`src/rtl/fdivsqrt_iter_sched_pkg.sv`:
```
// Shared types and constants for the divide/sqrt iteration scheduler.
package fdivsqrt_iter_sched_pkg;

   typedef enum logic [1:0] {
      IDLE = 2'd0,
      BUSY = 2'd1,
      DONE = 2'd2
   } state_t;

   // Fmt encoding
   localparam logic [1:0] FMT_S = 2'b00;
   localparam logic [1:0] FMT_D = 2'b01;
   localparam logic [1:0] FMT_H = 2'b10;
   localparam logic [1:0] FMT_Q = 2'b11;

   // Fraction width per format
   localparam int NF_S = 23;
   localparam int NF_D = 52;
   localparam int NF_H = 10;
   localparam int NF_Q = 112;

   // Counter width, large enough for the quad count of 30
   localparam int DURLEN = 5;

   // ceil((nf+3+sqrt)/rk)+1 : recurrence cycles including the final step
   function automatic int iter_cycles(input int nf, input logic sqrt, input int rk);
      return (nf + 3 + int'(sqrt) + rk - 1) / rk + 1;
   endfunction

endpackage

```
`src/rtl/fdivsqrt_iter_sched_if.sv`:
```
// Handshake bundle between execute/memory stages and the iteration scheduler.
interface fdivsqrt_iter_sched_if #(
   parameter int NE     = 15,
   parameter int DURLEN = 5
);
   logic              Start;
   logic              Ready;
   logic [1:0]        Fmt;
   logic              Sqrt;
   logic              SpecialCase;
   logic [NE+1:0]     UeIn;
   logic              FlushE;
   logic              StallM;
   logic              InitIter;
   logic              IterEn;
   logic              Busy;
   logic              Done;
   logic [NE+1:0]     UeOut;
   logic              SpecialOut;
   logic [DURLEN-1:0] Cnt;

   // pipeline side: issues ops, flushes, stalls
   modport master (
      output Start, Fmt, Sqrt, SpecialCase, UeIn, FlushE, StallM,
      input  Ready, InitIter, IterEn, Busy, Done, UeOut, SpecialOut, Cnt
   );

   // scheduler side
   modport slave (
      input  Start, Fmt, Sqrt, SpecialCase, UeIn, FlushE, StallM,
      output Ready, InitIter, IterEn, Busy, Done, UeOut, SpecialOut, Cnt
   );
endinterface

```
`src/rtl/fdivsqrt_cyclecalc.sv`:
```
// Fmt/Sqrt -> iteration count lookup, constants folded at elaboration.
module fdivsqrt_cyclecalc #(
   parameter int RK     = 4,
   parameter int DURLEN = fdivsqrt_iter_sched_pkg::DURLEN
) (
   input  logic [1:0]        Fmt,
   input  logic              Sqrt,
   output logic [DURLEN-1:0] N
);
   import fdivsqrt_iter_sched_pkg::*;

   localparam logic [DURLEN-1:0] N_S_DIV = DURLEN'(iter_cycles(NF_S, 1'b0, RK));
   localparam logic [DURLEN-1:0] N_S_SQ  = DURLEN'(iter_cycles(NF_S, 1'b1, RK));
   localparam logic [DURLEN-1:0] N_D_DIV = DURLEN'(iter_cycles(NF_D, 1'b0, RK));
   localparam logic [DURLEN-1:0] N_D_SQ  = DURLEN'(iter_cycles(NF_D, 1'b1, RK));
   localparam logic [DURLEN-1:0] N_H_DIV = DURLEN'(iter_cycles(NF_H, 1'b0, RK));
   localparam logic [DURLEN-1:0] N_H_SQ  = DURLEN'(iter_cycles(NF_H, 1'b1, RK));
   localparam logic [DURLEN-1:0] N_Q_DIV = DURLEN'(iter_cycles(NF_Q, 1'b0, RK));
   localparam logic [DURLEN-1:0] N_Q_SQ  = DURLEN'(iter_cycles(NF_Q, 1'b1, RK));

   // select the per-format count
   always_comb begin
      N = '0;
      case (Fmt)
         FMT_S:   N = Sqrt ? N_S_SQ : N_S_DIV;
         FMT_D:   N = Sqrt ? N_D_SQ : N_D_DIV;
         FMT_H:   N = Sqrt ? N_H_SQ : N_H_DIV;
         FMT_Q:   N = Sqrt ? N_Q_SQ : N_Q_DIV;
         default: N = '0;
      endcase
   end
endmodule

```
`src/rtl/fdivsqrt_iter_sched.sv`:
```
// Sequencer for the shared divide/sqrt unit: accept, iterate N cycles,
// hold the result until the memory stage takes it.
module fdivsqrt_iter_sched #(
   parameter int NE     = 15,
   parameter int RK     = 4,
   parameter int DURLEN = fdivsqrt_iter_sched_pkg::DURLEN
) (
   input logic                  clk,
   input logic                  reset,
   fdivsqrt_iter_sched_if.slave bus
);
   import fdivsqrt_iter_sched_pkg::*;

   state_t            state;
   logic [DURLEN-1:0] cnt;
   logic [DURLEN-1:0] n_cyc;
   logic [NE+1:0]     ue_q;
   logic              spec_q;
   logic              ready;
   logic              accept;

   fdivsqrt_cyclecalc #(.RK(RK), .DURLEN(DURLEN)) u_cyclecalc (
      .Fmt  (bus.Fmt),
      .Sqrt (bus.Sqrt),
      .N    (n_cyc)
   );

   // a held result frees the unit only in the cycle it is consumed
   assign ready  = (state == IDLE) | ((state == DONE) & ~bus.StallM);
   assign accept = bus.Start & ready & ~bus.FlushE;

   // FSM, iteration counter and capture registers
   always_ff @(posedge clk or posedge reset) begin
      if (reset) begin
         state  <= IDLE;
         cnt    <= '0;
         ue_q   <= '0;
         spec_q <= 1'b0;
      end else if (bus.FlushE) begin
         // flush beats any same-cycle start; exponent is left as-is
         state <= IDLE;
         cnt   <= '0;
      end else if (accept) begin
         ue_q   <= bus.UeIn;
         spec_q <= bus.SpecialCase;
         if (bus.SpecialCase) begin
            state <= DONE;
            cnt   <= '0;
         end else begin
            state <= BUSY;
            cnt   <= n_cyc - DURLEN'(1);
         end
      end else begin
         case (state)
            BUSY: begin
               if (cnt == '0) state <= DONE;
               else           cnt   <= cnt - DURLEN'(1);
            end
            DONE: begin
               if (!bus.StallM) state <= IDLE;
            end
            default: ;
         endcase
      end
   end

   assign bus.Ready      = ready;
   assign bus.InitIter   = accept;
   assign bus.IterEn     = (state == BUSY);
   assign bus.Busy       = (state == BUSY);
   assign bus.Done       = (state == DONE);
   assign bus.UeOut      = ue_q;
   assign bus.SpecialOut = spec_q;
   assign bus.Cnt        = cnt;
endmodule
```
`src/flat_wrapper.sv`:
```
// flat-port wrapper written by rule: the top's interface ports become plain ports
module fdivsqrt_iter_sched_flat import fdivsqrt_iter_sched_pkg::*;
#(
   parameter int NE     = 15,
   parameter int RK     = 4,
   parameter int DURLEN = fdivsqrt_iter_sched_pkg::DURLEN
)
  (clk, reset, bus_Start, bus_Fmt, bus_Sqrt, bus_SpecialCase, bus_UeIn, bus_FlushE, bus_StallM, bus_Ready, bus_InitIter, bus_IterEn, bus_Busy, bus_Done, bus_UeOut, bus_SpecialOut, bus_Cnt);
  fdivsqrt_iter_sched_if #(.NE(NE), .DURLEN(DURLEN)) bus_i ();
  input logic clk;
  input logic reset;
  input wire logic [$bits(bus_i.Start)-1:0] bus_Start;
  input wire logic [$bits(bus_i.Fmt)-1:0] bus_Fmt;
  input wire logic [$bits(bus_i.Sqrt)-1:0] bus_Sqrt;
  input wire logic [$bits(bus_i.SpecialCase)-1:0] bus_SpecialCase;
  input wire logic [$bits(bus_i.UeIn)-1:0] bus_UeIn;
  input wire logic [$bits(bus_i.FlushE)-1:0] bus_FlushE;
  input wire logic [$bits(bus_i.StallM)-1:0] bus_StallM;
  output wire logic [$bits(bus_i.Ready)-1:0] bus_Ready;
  output wire logic [$bits(bus_i.InitIter)-1:0] bus_InitIter;
  output wire logic [$bits(bus_i.IterEn)-1:0] bus_IterEn;
  output wire logic [$bits(bus_i.Busy)-1:0] bus_Busy;
  output wire logic [$bits(bus_i.Done)-1:0] bus_Done;
  output wire logic [$bits(bus_i.UeOut)-1:0] bus_UeOut;
  output wire logic [$bits(bus_i.SpecialOut)-1:0] bus_SpecialOut;
  output wire logic [$bits(bus_i.Cnt)-1:0] bus_Cnt;
  assign bus_i.Start = bus_Start;
  assign bus_i.Fmt = bus_Fmt;
  assign bus_i.Sqrt = bus_Sqrt;
  assign bus_i.SpecialCase = bus_SpecialCase;
  assign bus_i.UeIn = bus_UeIn;
  assign bus_i.FlushE = bus_FlushE;
  assign bus_i.StallM = bus_StallM;
  assign bus_Ready = bus_i.Ready;
  assign bus_InitIter = bus_i.InitIter;
  assign bus_IterEn = bus_i.IterEn;
  assign bus_Busy = bus_i.Busy;
  assign bus_Done = bus_i.Done;
  assign bus_UeOut = bus_i.UeOut;
  assign bus_SpecialOut = bus_i.SpecialOut;
  assign bus_Cnt = bus_i.Cnt;
  fdivsqrt_iter_sched #(.NE(NE), .RK(RK), .DURLEN(DURLEN)) u_core (.clk(clk), .reset(reset), .bus(bus_i));
endmodule
```
`config.mk`:
```
export PLATFORM = sky130hd
export DESIGN_NAME = fdivsqrt_iter_sched_flat
export DESIGN_NICKNAME = d
export VERILOG_FILES = /design/src/rtl/fdivsqrt_iter_sched_pkg.sv /design/src/rtl/fdivsqrt_iter_sched_if.sv /design/src/rtl/fdivsqrt_cyclecalc.sv /design/src/rtl/fdivsqrt_iter_sched.sv /design/src/flat_wrapper.sv
export SDC_FILE = /design/constraint.sdc
export NUM_CORES = 1
export LEC_CHECK = 0
export CAP_MARGIN = 20
export CORE_MARGIN = 2
export CORE_UTILIZATION = 60
export DETAILED_ROUTE_END_ITERATION = 7
export DONT_BUFFER_PORTS = 1
export GPL_ROUTABILITY_DRIVEN = 0
export PLACE_DENSITY_LB_ADDON = 0.12
export SETUP_SLACK_MARGIN = 0.05
export SLEW_MARGIN = 20
export SYNTH_ARGS = -nofsm -noshare
export SYNTH_HDL_FRONTEND = slang
export SYNTH_SLANG_ARGS = --single-unit
export TNS_END_PERCENT = 1
```
`constraint.sdc`:
```
create_clock -name clk -period 2.21 [get_ports clk]
set_clock_uncertainty 0.05 [all_clocks]
set_input_delay 0.221 -clock clk [delete_from_list [all_inputs] [get_ports clk]]
set_output_delay 0.221 -clock clk [all_outputs]
set_load 0.02 [all_outputs]
```
Yosys cells after proc, flatten, opt, wreduce, memory -nomap -nowiden
Index checks and enable logic that the tools add are counted.
{"block": "word_totals", "regBits": 25, "in_bits": 26, "out_inout_bits": 28, "elab_cells": 40}
{"block": "classes", "n_addsub": 2, "n_eq_ne": 8, "muxes": 12, "bitwise_logic": 6, "n_reduce_logical": 8}
{"op": "$mux W5", "count": 5}
{"op": "$pmux W5 S4", "count": 1}
{"op": "$mux W2", "count": 5}
{"op": "$sub A5 B1 Y5 const B", "count": 2}
{"op": "$eq A2 B2 Y1 const B", "count": 3}
{"op": "$logic_not A5 Y1", "count": 1}
{"op": "$eq A2 B1 Y1 const B", "count": 2}
{"op": "$logic_not A2 Y1", "count": 2}
{"op": "$ne A4 B3 Y1 const B", "count": 1}
{"op": "$ne A4 B4 Y1 const B", "count": 1}
{"op": "$pmux W2 S2", "count": 1}
{"op": "$reduce_and A2 Y1", "count": 2}
{"op": "$reduce_bool A4 Y1", "count": 1}
{"op": "$and A1 B1 Y1", "count": 3}
{"op": "$ne A3 B3 Y1 const B", "count": 1}
{"op": "$reduce_and A3 Y1", "count": 1}
{"op": "$reduce_bool A3 Y1", "count": 1}
{"op": "$not A1 Y1", "count": 2}
{"op": "$or A1 B1 Y1", "count": 1}

Depth between registers and ports, before layout
{"block": "logic_depth", "depth_word": 7, "mapped_depth": 6, "ltp_nobuf": 6}

Modules after synthesis
A second synthesis with hierarchy kept.
{"block": "hier_totals", "hier_cells": 112, "area_unflattened_um2": 1310.0}
{"mod": "fdivsqrt_iter_sched", "n_inst": 1, "cells_each": 103, "area_per_inst_um2": 1234.9, "seq_area_each_um2": 625.6}
{"mod": "fdivsqrt_cyclecalc", "n_inst": 1, "cells_each": 9, "area_per_inst_um2": 75.1, "seq_area_each_um2": 0.0}

Worst setup path before layout
No wires, ideal clock.
{"block": "synth_timing", "path_type": "register -> register", "start": "register u_core.cnt[0], in the netlist u_core.bus.Cnt[0]", "end": "register u_core.cnt[2], in the netlist u_core.bus.Cnt[2]", "arrival_ns": 1.790, "slack_ns": 0.244, "stages_incl_launch_ff": 7, "n_path_buf": 0, "path_cell_list": "dfrtp_1 inv_1 ha_1 or3b_1 o21a_4 or3b_1 o311a_1"}
{"block": "synth_between", "elab_chain_cells": 5}
{"item": "start: declaration", "line": "fdivsqrt_iter_sched.sv:15", "text": "logic [DURLEN-1:0] cnt;"}
{"item": "start signal: assignment", "line": "fdivsqrt_iter_sched.sv:51", "text": "cnt <= n_cyc - DURLEN'(1);"}
{"item": "start signal: assignment", "line": "fdivsqrt_iter_sched.sv:57", "text": "else cnt <= cnt - DURLEN'(1);"}
{"item": "$sub A5 B1 Y5", "line": "fdivsqrt_iter_sched.sv:57"}
{"item": "$mux W5", "line": "fdivsqrt_iter_sched.sv:56", "text": "if (cnt == '0) state <= DONE;"}
{"item": "$mux W5", "line": "fdivsqrt_iter_sched.sv:54", "text": "case (state)"}
{"item": "$mux W5", "line": "fdivsqrt_iter_sched.sv:43", "text": "end else if (accept) begin"}
{"item": "$mux W5", "line": "fdivsqrt_iter_sched.sv:39", "text": "end else if (bus.FlushE) begin"}
Parallel ways exist; a longest one is shown, timed or not. The select of a mux whose other input is x is not followed.
A chain may end at the register's enable or synchronous reset.

Worst setup path after layout
Same ends and word-level chain as after synthesis.

==> results by group <==
Yosys
  – Syn avg cell area: 13.4 sq um
  – Gate Count Post-Synth: 85
  – Post-synth net total: 115
  – Warnings from Yosys: 0
  – Ranking of synthesized cells by area: dfrtp_1 (55%), mux2_2 (18%), ha_1 (4.4%), a22o_1 (2.3%), xnor2_1 (2.3%)
  – Post-synth EDFFs: 0
  – Most frequent cells after synthesis: dfrtp_1 (25), mux2_2 (18), inv_1 (5), ha_1 (4)
  – Leading area contributor after synthesis: dfrtp_1
  – Yosys top cell area share: 55.1%
  – Sequential share of the synthesized area: 55.1%
  – Mapped cell area: 1140 sq um
  – Synth Register Bits: 25
  – Most frequent cell after synthesis: dfrtp_1
  – Synth unique cells: 23
  – Fraction of registers with async set/reset: 100%
  – Leading register cell type out of synthesis: dfrtp_1

STA
  – Fin worst setup slack: 0.232 ns
  – Number of hold violations in the final report: 0
  – Total negative setup slack: 0 ns
  – Final period utilization: 89.5%
  – Fmax: 0.505 GHz
  – Slew Limit Fails: 0
  – RSZ-0062 raised after global routing: false
  – Worst-Margin Slew: 0.898 ns
  – Minimum clock period: 1.98 ns
  – Slew margin rel.: 40.0%
  – Setup violations, final: 0

Power and ir drop
  – Peak supply drop: 0.626 mV
  – Sw Ratio: 33.1%
  – Leakage: 0.641 nW
  – Pwr Density: 746 nW/um^2
  – Seq pwr share: 63.2%
  – Internal power: 0.714 mW
  – Switching power: 0.353 mW
  – Comb power frac: 18.7%
  – Clock share of power: 18.1%

Place
  – Buffers on Ports: 0
  – HPWL after detailed placement: 1440 um
  – Post-place setup slack: 0.256 ns

Global route
  – Grt ovf: 0
  – First-pass GRT wire length: 3040 um
  – Initial antenna violation count: 0
  – Tot GR Track Use: 19.8%
  – Vias in the first global route: 783
  – Pin count of the biggest net entering global routing: 26

Critical path
  – Worst Path Max Fanout: 5
  – Most frequent CP cell: or3b_1
  – Startpoint types: flop
  – Critical path depth: 6
  – R2R cell count: 6
  – Bufs and invs on worst path: 1
  – Crit path DAT: 2.13 ns
  – Crit path kind: reg -> reg
  – Max stage delay on crit path: 0.40 ns
  – Worst EP required: 2.36 ns
  – Top delay family on crit path: simple AND/OR/NAND/NOR gates
  – Max stage delay cell, worst path: dfrtp_1
  – Worst path cell trace: inv_1 -> ha_1 -> or3b_1 -> o21a_4 -> or3b_1 -> o311a_1
  – Critical Path End Type: flop

Clocking
  – Clock sinks: 25
  – CTS tree: done
  – Clock-pin slew of the registers on the worst-case setup and hold paths: 0.12 ns
  – Setup Fix Bufs, Post-CTS: 0
  – CTS Buf Count: 3
  – CTS resizes: 0
  – Clk buf depth: 2
  – Root Buffer: clkbuf_4
  – Clock Latency Late Sink: 0.31 ns
  – CTS H-tree lvls: 1

Drt
  – WL/cell: 16.3 um
  – DR vias/cell: 5.69
  – DRT Pass-1 Iters: 4
  – WL final: 2240 um
  – Starting DRT DRC Count: 10
  – DR DRC count: 0
  – Post-DRT Antenna Nets: 0
  – Vias: 785

Flow run
  – Max-cap check violation count: 0

Final layout
  – Area Growth Syn to Fin: 25.9%
  – Final Util: 81.9%
  – Diodes inserted: 0
  – Final nets: 144
  – Fraction of layout cells with a size suffix above 1: 26.5%

Hold path
  – Hold Crit Class: in -> reg
  – Min-Delay Path Depth: 1

Floorplanning
  – Core ar.: 1750 sq um
  – Chip width: 47.5 um
  – Initial Util: 65.1%
  – Die area: 2260 sq um
  – Io pins: 54
  – Row cnt: 15
  – Die Y: 47.5 um

Status
  – Status: finished, final reports clean
[stage by stage]
step / cells / hold WS (ns) / area [sq um] / power [mW]
2_1_floorplan: 85 / 0.198 / 1140 / 0.805
3_3_place_gp: 114 / 0.245 / 1200 / 0.841
3_5_place_dp: 114 / 0.248 / 1200 / 0.851
4_1_cts: 134 / 0.000941 / 1390 / 1.07
5_1_grt: 138 / 0.00342 / 1430 / 1.13
6_report: 138 / 0.0160 / 1430 / 1.07
[per-layer routing]
metal / up-vias / GRT usage (%) / part of all wire, %
met1: 394 / 22.7 / 39
li1: 357 / - / -
met2: 32 / 33.8 / 54
met4: 0 / 10.6 / 0.40
met5: - / 0 / 0
met3: 2 / 4.91 / 6.6
[cell type report]
type / count / area [sq um]
multi-input combinational: 52 / 474
fill: 113 / 315
clock inverter: 1 / 5.00
sequential: 25 / 626
timing repair buffer: 27 / 253
clock buffer: 3 / 22.5
inverter: 5 / 18.8
tap: 25 / 31.3
[kinds of logic (layout without fill, tap and decap cells)]
| logic type | after synthesis | count (layout) | share of synthesized area [%] |
|---|---|---|---|
| flip-flops | 25 | 25 | 55.1 |
| XOR/XNOR | 3 | 3 | 2.31 |
| AND/OR/NAND/NOR | 13 | 13 | 7.16 |
| AO/OA/AOI/OAI | 13 | 13 | 9.14 |
| adder cells (fa/ha/maj) | 4 | 4 | 4.41 |
| buffers and inverters | 8 | 36 | 3.19 |
| multiplexers | 19 | 19 | 18.7 |
[state kept, by name, indices dropped and copies added, names as in the netlist]
register	flops
u_core.bus.Cnt	5
u_core.bus.SpecialOut	1
u_core.bus.UeOut	17
u_core.state	2
[power by group through the flow]
| stage | registers [mW] | clock network (mW) | logic (mW) |
|---|---|---|---|
| final | 0.674 | 0.193 | 0.200 |
| after global routing | 0.686 | 0.224 | 0.216 |
| after CTS | 0.674 | 0.203 | 0.191 |
| after detailed placement | 0.682 | 0 | 0.169 |
| after global placement | 0.680 | 0 | 0.160 |
| after floorplan | 0.671 | 0 | 0.134 |
[path summary, 6_finish.rpt]
check	startpoint	to	slack (ns)
setup / recovery	u_core.bus.Cnt[0]	u_core.bus.Cnt[2]	0.23
hold / removal	bus_Fmt[0]	u_core.bus.Cnt[3]	0.02
setup reg to reg	u_core.bus.Cnt[0]	u_core.bus.Cnt[2]	0.23
hold reg to reg	u_core.state[1]	u_core.state[1]	0.60
max in group asynchronous	reset	u_core.bus.Cnt[4]	1.07
min in group asynchronous	reset	u_core.bus.UeOut[8]	0.49
[timing repair]
item,in CTS,in global routing
hold buffers,16,4
setup endpoints to repair,0,0
endpoints found under the hold margin,41,4
[cell usage in the layout, fill, tap and decap left out, types with 2 or more instances in the layout]
cell           count
inv_1              5
o21ai_0            2
or3b_1             2
nand3b_1           2
clkbuf_4           3
a21oi_1            3
mux2_2            18
xnor2_1            3
nor2_1             3
nor2b_1            3
dlygate4sd3_1     20
buf_4              7
ha_1               4
a22o_1             3
dfrtp_1           25
(Power assumes the default switching activity.)
